$ cat config.mk
export PLATFORM = sky130hd
export DESIGN_NAME = seq_tx
export DESIGN_NICKNAME = d
export VERILOG_FILES = /design/src/rtl/seq_link_pkg.sv /design/src/rtl/seq_tx_shift.sv /design/src/rtl/seq_tx.sv
export SDC_FILE = /design/constraint.sdc
export NUM_CORES = 1
export LEC_CHECK = 0
export BUFFER_PORTS_ARGS = -buffer_cell sky130_fd_sc_hd__buf_4
export CAP_MARGIN = 10
export CORE_MARGIN = 2
export CORE_UTILIZATION = 59
export DETAILED_ROUTE_END_ITERATION = 10
export GPL_ROUTABILITY_DRIVEN = 0
export PLACE_DENSITY = 0.8
export SYNTH_ARGS = -nofsm -noshare
export SYNTH_HDL_FRONTEND = slang
export SYNTH_SLANG_ARGS = --single-unit
$ cat constraint.sdc
create_clock -name clk -period 3.4 [get_ports clk]
set_input_delay 0.68 -clock clk [delete_from_list [all_inputs] [get_ports clk]]
set_output_delay 0.68 -clock clk [all_outputs]
set_load 0.01 [all_outputs]
$ cat src/rtl/seq_link_pkg.sv
// Shared definitions for the "0011" sync-pattern serial link: transmitter
// state encoding, preamble constants and frame timing helper.
package seq_link_pkg;

  typedef enum logic [1:0] {
    IDLE = 2'd0,
    PRE  = 2'd1,
    DATA = 2'd2,
    GAP  = 2'd3
  } tx_state_t;

  localparam int PRE_W = 4;
  localparam logic [PRE_W-1:0] PREAMBLE_DEF = 4'b0011;

  // Wide enough to index the longest phase: 32 payload bits or 15 gap cycles.
  localparam int BIT_IDX_W = 5;

  // Accept-to-accept distance with data_valid held high.
  function automatic int frame_period(input int data_w, input int gap_len);
    return PRE_W + data_w + gap_len + 1;
  endfunction

endpackage

$ cat src/rtl/seq_tx_shift.sv
// Payload register of the transmitter: parallel load, MSB-first left shift.
module seq_tx_shift #(
  parameter int DATA_W = 8
) (
  input  logic              clk,
  input  logic              clr,
  input  logic              load_en,
  input  logic              shift_en,
  input  logic [DATA_W-1:0] data_in,
  output logic              msb
);

  logic [DATA_W-1:0] sreg_q;
  logic [DATA_W-1:0] sreg_d;

  // NOTE: next-state logic assigns its default first, so every path drives sreg_d and no latch is inferred.
  always_comb begin
    sreg_d = sreg_q;
    if (load_en) begin
      sreg_d = data_in;
    end else if (shift_en) begin
      sreg_d = sreg_q << 1;
    end
  end

  // NOTE: state registers update with non-blocking assignments only; the payload register is
  // cleared on reset as well, so nothing of an aborted frame survives clr.
  always_ff @(posedge clk or posedge clr) begin
    if (clr) begin
      sreg_q <= '0;
    end else begin
      sreg_q <= sreg_d;
    end
  end

  assign msb = sreg_q[DATA_W-1];

endmodule

$ cat src/rtl/seq_tx.sv
// Serial frame transmitter: valid/ready word in, preamble 0011 then payload
// MSB-first out on an idle-high line, with a forced idle gap between frames.
module seq_tx
  import seq_link_pkg::*;
#(
  parameter int               DATA_W   = 8,
  parameter logic [PRE_W-1:0] PREAMBLE = PREAMBLE_DEF,
  parameter int               GAP_LEN  = 2,
  parameter int               CNT_W    = 8
) (
  input  logic              clk,
  input  logic              clr,
  input  logic [DATA_W-1:0] data_in,
  input  logic              data_valid,
  output logic              data_ready,
  output logic              out,
  output logic              busy,
  output logic              frame_done,
  output logic [CNT_W-1:0]  frame_cnt
);

  localparam int                   PRE_SEL_W = $clog2(PRE_W);
  localparam logic [BIT_IDX_W-1:0] LAST_PRE  = BIT_IDX_W'(PRE_W - 1);
  localparam logic [BIT_IDX_W-1:0] LAST_BIT  = BIT_IDX_W'(DATA_W - 1);
  localparam logic [BIT_IDX_W-1:0] LAST_GAP  = BIT_IDX_W'((GAP_LEN > 0) ? GAP_LEN - 1 : 0);

  tx_state_t            state_q, state_d;
  logic [BIT_IDX_W-1:0] idx_q, idx_d;
  logic                 out_q, out_d;
  logic                 done_q, done_d;
  logic [CNT_W-1:0]     cnt_q, cnt_d;

  logic                 load_en;
  logic                 shift_en;
  logic                 shift_msb;
  logic [PRE_SEL_W-1:0] pre_sel;

  seq_tx_shift #(
    .DATA_W (DATA_W)
  ) u_shift (
    .clk      (clk),
    .clr      (clr),
    .load_en  (load_en),
    .shift_en (shift_en),
    .data_in  (data_in),
    .msb      (shift_msb)
  );

  // Preamble bit for the next PRE cycle, sent bit PRE_W-1 first.
  assign pre_sel = PRE_SEL_W'(LAST_PRE - idx_q - BIT_IDX_W'(1));

  always_comb begin
    state_d  = state_q;
    idx_d    = idx_q;
    out_d    = 1'b1;
    done_d   = 1'b0;
    cnt_d    = cnt_q;
    load_en  = 1'b0;
    shift_en = 1'b0;

    unique case (state_q)
      IDLE: begin
        if (data_valid) begin
          state_d = PRE;
          idx_d   = '0;
          out_d   = PREAMBLE[PRE_W-1];
          load_en = 1'b1;
        end
      end

      PRE: begin
        if (idx_q == LAST_PRE) begin
          state_d  = DATA;
          idx_d    = '0;
          out_d    = shift_msb;
          shift_en = 1'b1;
          done_d   = (LAST_BIT == '0);
        end else begin
          idx_d = idx_q + 1'b1;
          out_d = PREAMBLE[pre_sel];
        end
      end

      DATA: begin
        if (idx_q == LAST_BIT) begin
          // Bit 0 has just been on the line for its full cycle: frame complete.
          cnt_d   = cnt_q + 1'b1;
          idx_d   = '0;
          state_d = (GAP_LEN > 0) ? GAP : IDLE;
        end else begin
          idx_d    = idx_q + 1'b1;
          out_d    = shift_msb;
          shift_en = 1'b1;
          done_d   = ((idx_q + 1'b1) == LAST_BIT);
        end
      end

      GAP: begin
        if (idx_q == LAST_GAP) begin
          state_d = IDLE;
          idx_d   = '0;
        end else begin
          idx_d = idx_q + 1'b1;
        end
      end
    endcase
  end

  always_ff @(posedge clk or posedge clr) begin
    if (clr) begin
      state_q <= IDLE;
      idx_q   <= '0;
      out_q   <= 1'b1;
      done_q  <= 1'b0;
      cnt_q   <= '0;
    end else begin
      state_q <= state_d;
      idx_q   <= idx_d;
      out_q   <= out_d;
      done_q  <= done_d;
      cnt_q   <= cnt_d;
    end
  end

  // Derived from state alone so that clr drops busy and raises ready at once.
  assign data_ready = (state_q == IDLE);
  assign busy       = (state_q != IDLE);
  assign out        = out_q;
  assign frame_done = done_q;
  assign frame_cnt  = cnt_q;

endmodule

==> results, run 1 <==
- Global routing finished with a remaining overflow of 0.
- At the later pin of the worst-skew pair, clock insertion delay measures 0.32 ns.
- The total area inside the core boundary comes to between 2000 and 2500 um^2.
- Sorting the synthesized cells by area gives the leading types as dfrtp_1 (45%), ha_1 (8.4%), mux2i_1 (5.2%).
- Across the run, the number of max-cap violations was 0.
- The count of hold-fix buffers inserted at cts is 0.
- The starting utilization of the core area is 61.6%.
- Summed over all layers, the routed wires come to between 2000 and 2500 um.
- The largest area contributor in the netlist is dfrtp_1.
- In this run the tightest slew margin relative to its limit is 41.0%.
- Setup violations remaining at the end of the flow were counted as 0.
- The post-layout instance count excluding filler cells is 177.
- Measured in cells, the most critical reg-to-reg path has a length of 5.
- The die width is just over 50 um.
- In this run, placement finished with an instance count of 173.
- The critical setup path kind is reg2reg.
- In this run the critical register-to-register path is launched from idx_q[0].
- In this run the worst setup path begins at idx_q[0].
- The floorplan step defined a die boundary enclosing approximately 2700 um^2.
- Setup repair after global routing left no endpoint under its margin.
- The area growth from synthesis to layout is 15.2%.
- The violation count after the first detailed-routing iteration is 50.
- Counting flops with an async set or reset pin after synthesis yields a share of 100%.
- The total iterations of the first detailed-routing run is 4.
- By instance count, the leading cell after synthesis is dfrtp_1.
- The path type of the worst min-delay path is reg2reg.
- The total leakage power is 0.772 nW.
- The number of antenna diodes in the final layout is 0.
- Global routing used 21.5% of the available tracks across all layers.
- At the end of the flow, the number of nets in the layout was between 150 and 200.
- In this run, synthesis produced a sequential element count of 25.
- Yosys printed 0 warnings.
- The average instance in the mapped netlist occupies 10.5 um^2.
- In this run the number of H-tree levels came out at 1.
- The sequential share of the synthesized area is 46.9%.
- The maximum vdd drop is 532 uV.
- The total placed instance area is ~1500 um^2.
- In the synthesized netlist the dominant register cell turns out to be dfrtp_1.
- The routed via count divided by cell count is approximately 5.6.
- The number of buffers added for setup after CTS is 0.
- Of the cells placed in the final design, the portion with a size suffix greater than 1 is 20.1%.
- Data on the critical path arrives at its endpoint at roughly 2.7 ns.
- The clock network power share is around an eighth.
- The fraction of power spent switching nets is 38.4%.
- The capture point of the worst reg-to-reg path is state_q[1].
- The CTS root buffer is clkbuf_4.
- The initialized floorplan defines 17 standard-cell rows.
- For this run, design rule violations remaining after detail routing come to 0.
- The first global-routing pass estimated 4180 um of wire.
- Combinational cells account for 45.3% of the total power.
- The worst-case clock skew is ~0.0058 ns.
- The final-report hold violation count came to 0.
- The number of sinks driven by the clock tree is 25.
- The register-to-register setup slack is 0.92 ns.
- The nature of the critical path endpoint is a flop.
- The net count of the mapped netlist is ~150.
- Setup total negative slack on the finished layout was measured at 0 ns.
- The routed layout has 992 vias.
- The destination of the critical timing path is state_q[1].
- After synthesis, the most frequently instantiated cells are dfrtp_1 (24), nor2_1 (10), ha_1 (9), nand2_1 (9).
- The data required time of the critical path is between 3 and 4 ns.
- The share of the clock period used by the worst path after layout is between 70% and 80%.
- The share of Yosys cell area claimed by the top area cell type is between 40 and 50%.
- The deepest clock path buffer count is 2.
- The cell count after synthesis came out at between 100 and 150.
- At the pin with the least slew margin, the transition time is 0.884 ns.
- The time the final worst path needs with I/O delays and setup is 2.48 ns.
- The number of enable-type register cells in the synthesized netlist is 0.
- In this run the worst path has a maximum fanout of 8.
- The final instance area is 1540 um^2.
- In this run, flip-flops and latches consume a little over two fifths of the power.
- Based on the critical path, the design can be clocked at up to 0.403 GHz.
- In this run, distinct cell masters in the synthesized netlist total 38.
- In this run the tool buffered the top-level ports with 22 buffer cells.
- The utilization of the core after routing is 71.0%.
- The pin count of the biggest net entering global routing is 26.
- The run finished with clean final reports.
- The filler cells instantiated in the layout total 177.
- The synthesized netlist occupies a cell area of 1340 um^2.
- The initial antenna violation count was 0.
- TritonCTS built the clock tree.
- Dividing total power by cell area gives a power density of 678 nW/um^2.
- The internal power of the cells totals 644 uW.
- Once detailed placement completed, the half-perimeter wirelength came to 1860 um.
- Final hold analysis gives a worst-case slack of 0.486 ns.
- The net switching power is 402 uW.
- STA classifies the critical path startpoint as a flop.
- The CTS clock-pin slew for the worst setup and hold paths is around 0.13 ns.
- The via count of the first global-routing pass is roughly 950.
- The number of nets still failing antenna checks after routing is 0.
- Gates resized during post-CTS repair numbered 0.
- The die is 51.6 um tall.
- The detailed-route wire length per cell is 14.0 um.
- The number of CTS-inserted buffers is 3.
- The number of slew-limit violations in the final report is 0.
- 23 I/O pins were placed.
## worst min path at each step
stage | slack, ns | endpoint | cells after the start | startpoint
2_1_floorplan | 0.47 | u_shift.sreg_q[0] | 2 | u_shift.sreg_q[0]
3_3_place_gp | 0.46 | frame_cnt[7] | 1 | frame_cnt[7]
3_5_place_dp | 0.47 | frame_cnt[7] | 1 | frame_cnt[7]
4_1_cts | 0.49 | frame_cnt[7] | 1 | frame_cnt[7]
5_1_grt | 0.53 | frame_cnt[7] | 1 | frame_cnt[7]
6_report | 0.49 | frame_cnt[7] | 1 | frame_cnt[7]
## layout make-up
cell class	count	area (um^2)	share of cell area [%]
sequential	25	627	40.7
clock buffer	3	22.5	1.46
clock inverter	1	5.00	0.325
inverter	7	26.3	1.70
tap	28	35.0	2.27
timing repair buffer	22	165	10.7
multi-input combinational	91	661	42.9
## cell usage in the layout, fill, tap and decap left out, types with 2 or more instances in the layout
cell type	n
dfrtp_1	24
buf_4	22
nor2_1	10
nand2_1	9
ha_1	9
mux2i_1	7
a21oi_1	7
inv_1	7
nand3_1	6
xnor2_1	6
nor3_1	3
nand4_1	3
o21ai_1	3
xor2_1	3
clkbuf_4	3
nor2b_1	2
nand2b_1	2
a2bb2oi_1	2
o21ai_0	2
## kinds of logic after synthesis
group,after synthesis,share of synthesized area [%]
buf+inv,11,3.74
flops,25,46.9
mux,9,6.92
xor+xnor,9,5.89
compound gates,22,10.9
fa+ha+maj,9,8.42
simple gates,42,17.2
## through the flow
stage	setup WS, ns	total power [mW]
5_1_grt	0.815	1.13
3_3_place_gp	1.11	0.897
4_1_cts	0.971	1.05
3_5_place_dp	0.992	0.919
6_report	0.917	1.05
2_1_floorplan	1.20	0.793
## per-layer routing
metal  GRT usage [%]  vias to the layer above  wire, um
met5               0                        -         0
met4            10.5                        0        48
met3            4.31                        6       136
met2            35.3                       37      1190
met1            27.2                      453      1100
li1                -                      496         -
## power groups by stage
| stage | logic [mW] | clock network (mW) | registers (mW) |
|---|---|---|---|
| 3_5_place_dp | 0.474 | 0 | 0.444 |
| 5_1_grt | 0.534 | 0.145 | 0.449 |
| 4_1_cts | 0.477 | 0.138 | 0.438 |
| 6_report | 0.474 | 0.133 | 0.439 |
| 2_1_floorplan | 0.362 | 0 | 0.431 |
| 3_3_place_gp | 0.457 | 0 | 0.440 |
## sequential cells by signal, indices dropped and copies added, names as in the netlist
register and flops:
frame_cnt 8, u_shift.sreg_q 8, idx_q 5, state_q 2, frame_done 1, out 1
## critical path, cell delays in order, from the launching register on
cell,delay (ns)
dfrtp_1,0.48
ha_1,0.34
or4b_4,0.51
a222oi_1,0.49
and2b_1,0.24
mux2_1,0.33
No activity file was read; power rests on OpenSTA's default activity.
==> run 2: changes to the inputs <==
- CORE_UTILIZATION: 59 -> 49
- PLACE_DENSITY: 0.8 -> 0.71
- clock period: 3.4 -> 2 ns (I/O delays scaled with it)
==> run 2 against run 1 <==
Against the previous run:
- the run now ends with negative setup slack left
- global-route usage decreased by 2.7 points
- setup slack got worse by 1.0 ns
- first-iteration DRC count is 34% lower
- die area is 19% higher
- clock-buffer cell count grew 1
- via count increased by 5.9%
- largest power group unchanged
- clock power grew 65%
- wire length is 9.1% higher
- clock skew is 0.0035 ns higher
- critical path depth rose by 1
- cell count increased by 10%
- maximum frequency up 17%
- critical endpoint unchanged
- highest routed layer unchanged
==> results, run 2 (synthesized netlist as in run 1, its figures left out) <==
- The routed layout has 1051 vias.
- The family with the most delay on the worst path is simple AND/OR/NAND/NOR gates.
- The via count of the first global-routing pass is 1100.
- In the global route stage, overall resource usage came out at about a fifth.
- The number of levels the H-tree was split into is 1.
- STA classifies the critical path startpoint as a flop.
- The largest individual stage delay along the critical path comes from the cell dfrtp_2.
- The signal on the critical path passes through inv_2, ha_4, or4b_4, a222oi_1, and2b_2, mux2_4.
- The final critical path takes up 106% of the cycle.
- The final-report hold violation count is 0.
- The worst register-to-register path begins at idx_q[1].
- Registers take 629 um^2.
- The share of layout cells above drive strength 1 is between 30% and 40%.
- Between clock sinks in the finished design, the worst skew comes to between 0.009 and 0.01 ns.
- CTS placed an instance of clkbuf_4 at the clock tree root.
- The most common cell after layout, fill and taps aside is buf_4.
- Summing all multi-input logic gate instances after layout gives 719 um^2.
- The initial antenna violation count is 0.
- The half-perimeter wire length of the detailed placement result is 1990 um.
- After detailed routing, the total wire length is 2700 um.
- The post-detailed-route DRC marker count is 0.
- The number of antenna diodes in the final layout is 0.
- The maximum vdd drop is 892 uV.
- The total overflow left after global routing is 0.
- The count of buffers from port buffering is 22.
- For this run, the top clock speed supported by timing is 0.471 GHz.
- After detailed routing, the average wire length per cell comes to 13.8 um.
- The first global-routing pass estimated roughly 4800 um of wire.
- The total number of nets in the final design is 186.
- In the layout the commonest cells are buf_4 (37), dfrtp_1 (22), nor2_1 (10), nand2_1 (9).
- Setup slack on the critical path of the routed design comes to -0.125 ns.
- The path class of the tightest hold or removal check is in2async.
- The critical setup path kind is reg2reg.
- The power density over the cells is 1220 nW/um^2.
- The transition time of the tightest slew-check pin is 0.519 ns.
- The number of slew-limit violations in the final report was 0.
- Dividing the detail-routed via count by the number of cells gives 5.39.
- The maximum fanout encountered on the critical timing path is 4.
- The total iterations of the first detailed-routing run is 4.
- The number of fill cells is approximately 200.
- The clock passes through at most 2 buffers.
- Summing all placed instances gives a cell area of 1640 um^2.
- After floorplanning, the core was divided into 18 placement rows.
- Setup repair after global routing could not meet its margin everywhere.
- The CTS clock-pin slew for the worst setup and hold paths is between 0.1 and 0.15 ns.
- The max-capacitance violation count is 0.
- STA puts the critical path data required time at 2.22 ns.
- The design draws ~2.1 mW.
- Cells fill approximately two thirds of the core in the end.
- The flow ran to the end, but the final reports show violations.
- The time the final worst path needs with I/O delays and setup is 2.12 ns.
- CTS saw 25 sinks.
- The die boundary height is 56.2 um.
- The final worst hold slack is about 0.090 ns.
- The number of nets still failing antenna checks after routing is 0.
- The finished cells cover 1730 um^2.
- In this run the worst setup path begins at idx_q[1].
- The number of I/O pins is 23.
- TritonCTS built the clock tree.
- The total leakage power is 0.866 nW.
- At the worst endpoint, the arrival time is 2.34 ns.
- The die covers 3160 um^2.
- After the first detailed-routing iteration, the DRC count stood at 33.
- For this design, the CTS-stage hold fixing added 0 buffers.
- Setup violations remaining at the end of the flow were counted as 2.
- The pin count of the biggest net entering global routing is 16.
- The die width is 56.2 um.
- The core region is 2520 um^2.
- Relative to the synthesized area, the layout overhead comes to 29.2%.
- Together, buffers and inverters on the worst path number 1.
- The maximum cell stage delay along the critical path is 0.47 ns.
- STA classifies the critical path endpoint as a flop.
- The number of CTS-inserted buffers is 3.
- Clock latency on the worst-skew pair, taken at its later pin, is 0.31 ns.
- The final reports fail on negative setup slack.
- The starting utilization of the core area is 53.0%.
- Measured against its own limit, the worst slew margin works out to between 60% and 70%.
## run 2: cell types whose count changed in the layout (fill, tap and decap cells not counted), sizes merged
cell    delta
clkinv     -1
clkbuf     +1
buf       +16
## run 2: final cells by class
cell class	count	area share, %
Inverter	7	1.52
Multi-Input combinational cell	91	41.6
Tap cell	30	2.17
Clock buffer	4	1.52
Sequential cell	25	36.4
Timing Repair Buffer	38	16.7
## run 2: worst reg2reg max path, stage by stage (launching register included)
cell	delay (ns)
dfrtp_2	0.47
inv_2	0.08
ha_4	0.11
or4b_4	0.45
a222oi_1	0.39
and2b_2	0.25
mux2_4	0.29
## run 2: where the power goes
part           internal, mW  switching [mW]
combinational         0.593           0.549
clock                0.0779           0.141
sequential            0.649           0.101
## run 2: stage by stage
step	setup TNS [ns]	setup slack, ns	std cells
CTS	-0.274	-0.111	195
finish	-0.158	-0.125	195
global route	-0.734	-0.222	195
floorplan	-0.0539	-0.0539	127
detailed placement	-0.257	-0.124	189
global placement	-0.00989	-0.00989	189
## run 2: final timing paths
| kind | end | slack, ns | depth (start not counted) |
|---|---|---|---|
| setup / recovery | state_q[1] | -0.12 | 6 |
| hold / removal | u_shift.sreg_q[1] | 0.09 | 2 |
| setup reg to reg | state_q[1] | -0.12 | 6 |
| hold reg to reg | frame_cnt[7] | 0.48 | 1 |
| max in group asynchronous | idx_q[0] | 1.32 | 3 |
| min in group clk | u_shift.sreg_q[0] | 0.32 | 3 |
## run 2: layer usage
metal / global-route usage (%) / up-vias / part of all wire [%]
met5: 0 / - / 0
met4: 4.42 / 0 / 0.37
met3: 4.88 / 2 / 4.4
met2: 31.6 / 23 / 47
met1: 24.3 / 503 / 48
li1: - / 523 / -
## run 2: repair_timing
action,in CTS,in global routing
endpoints found under the setup margin,6,7
resized for setup,6,6
setup buffers,2,1
pin swaps,0,1
cloned,0,0
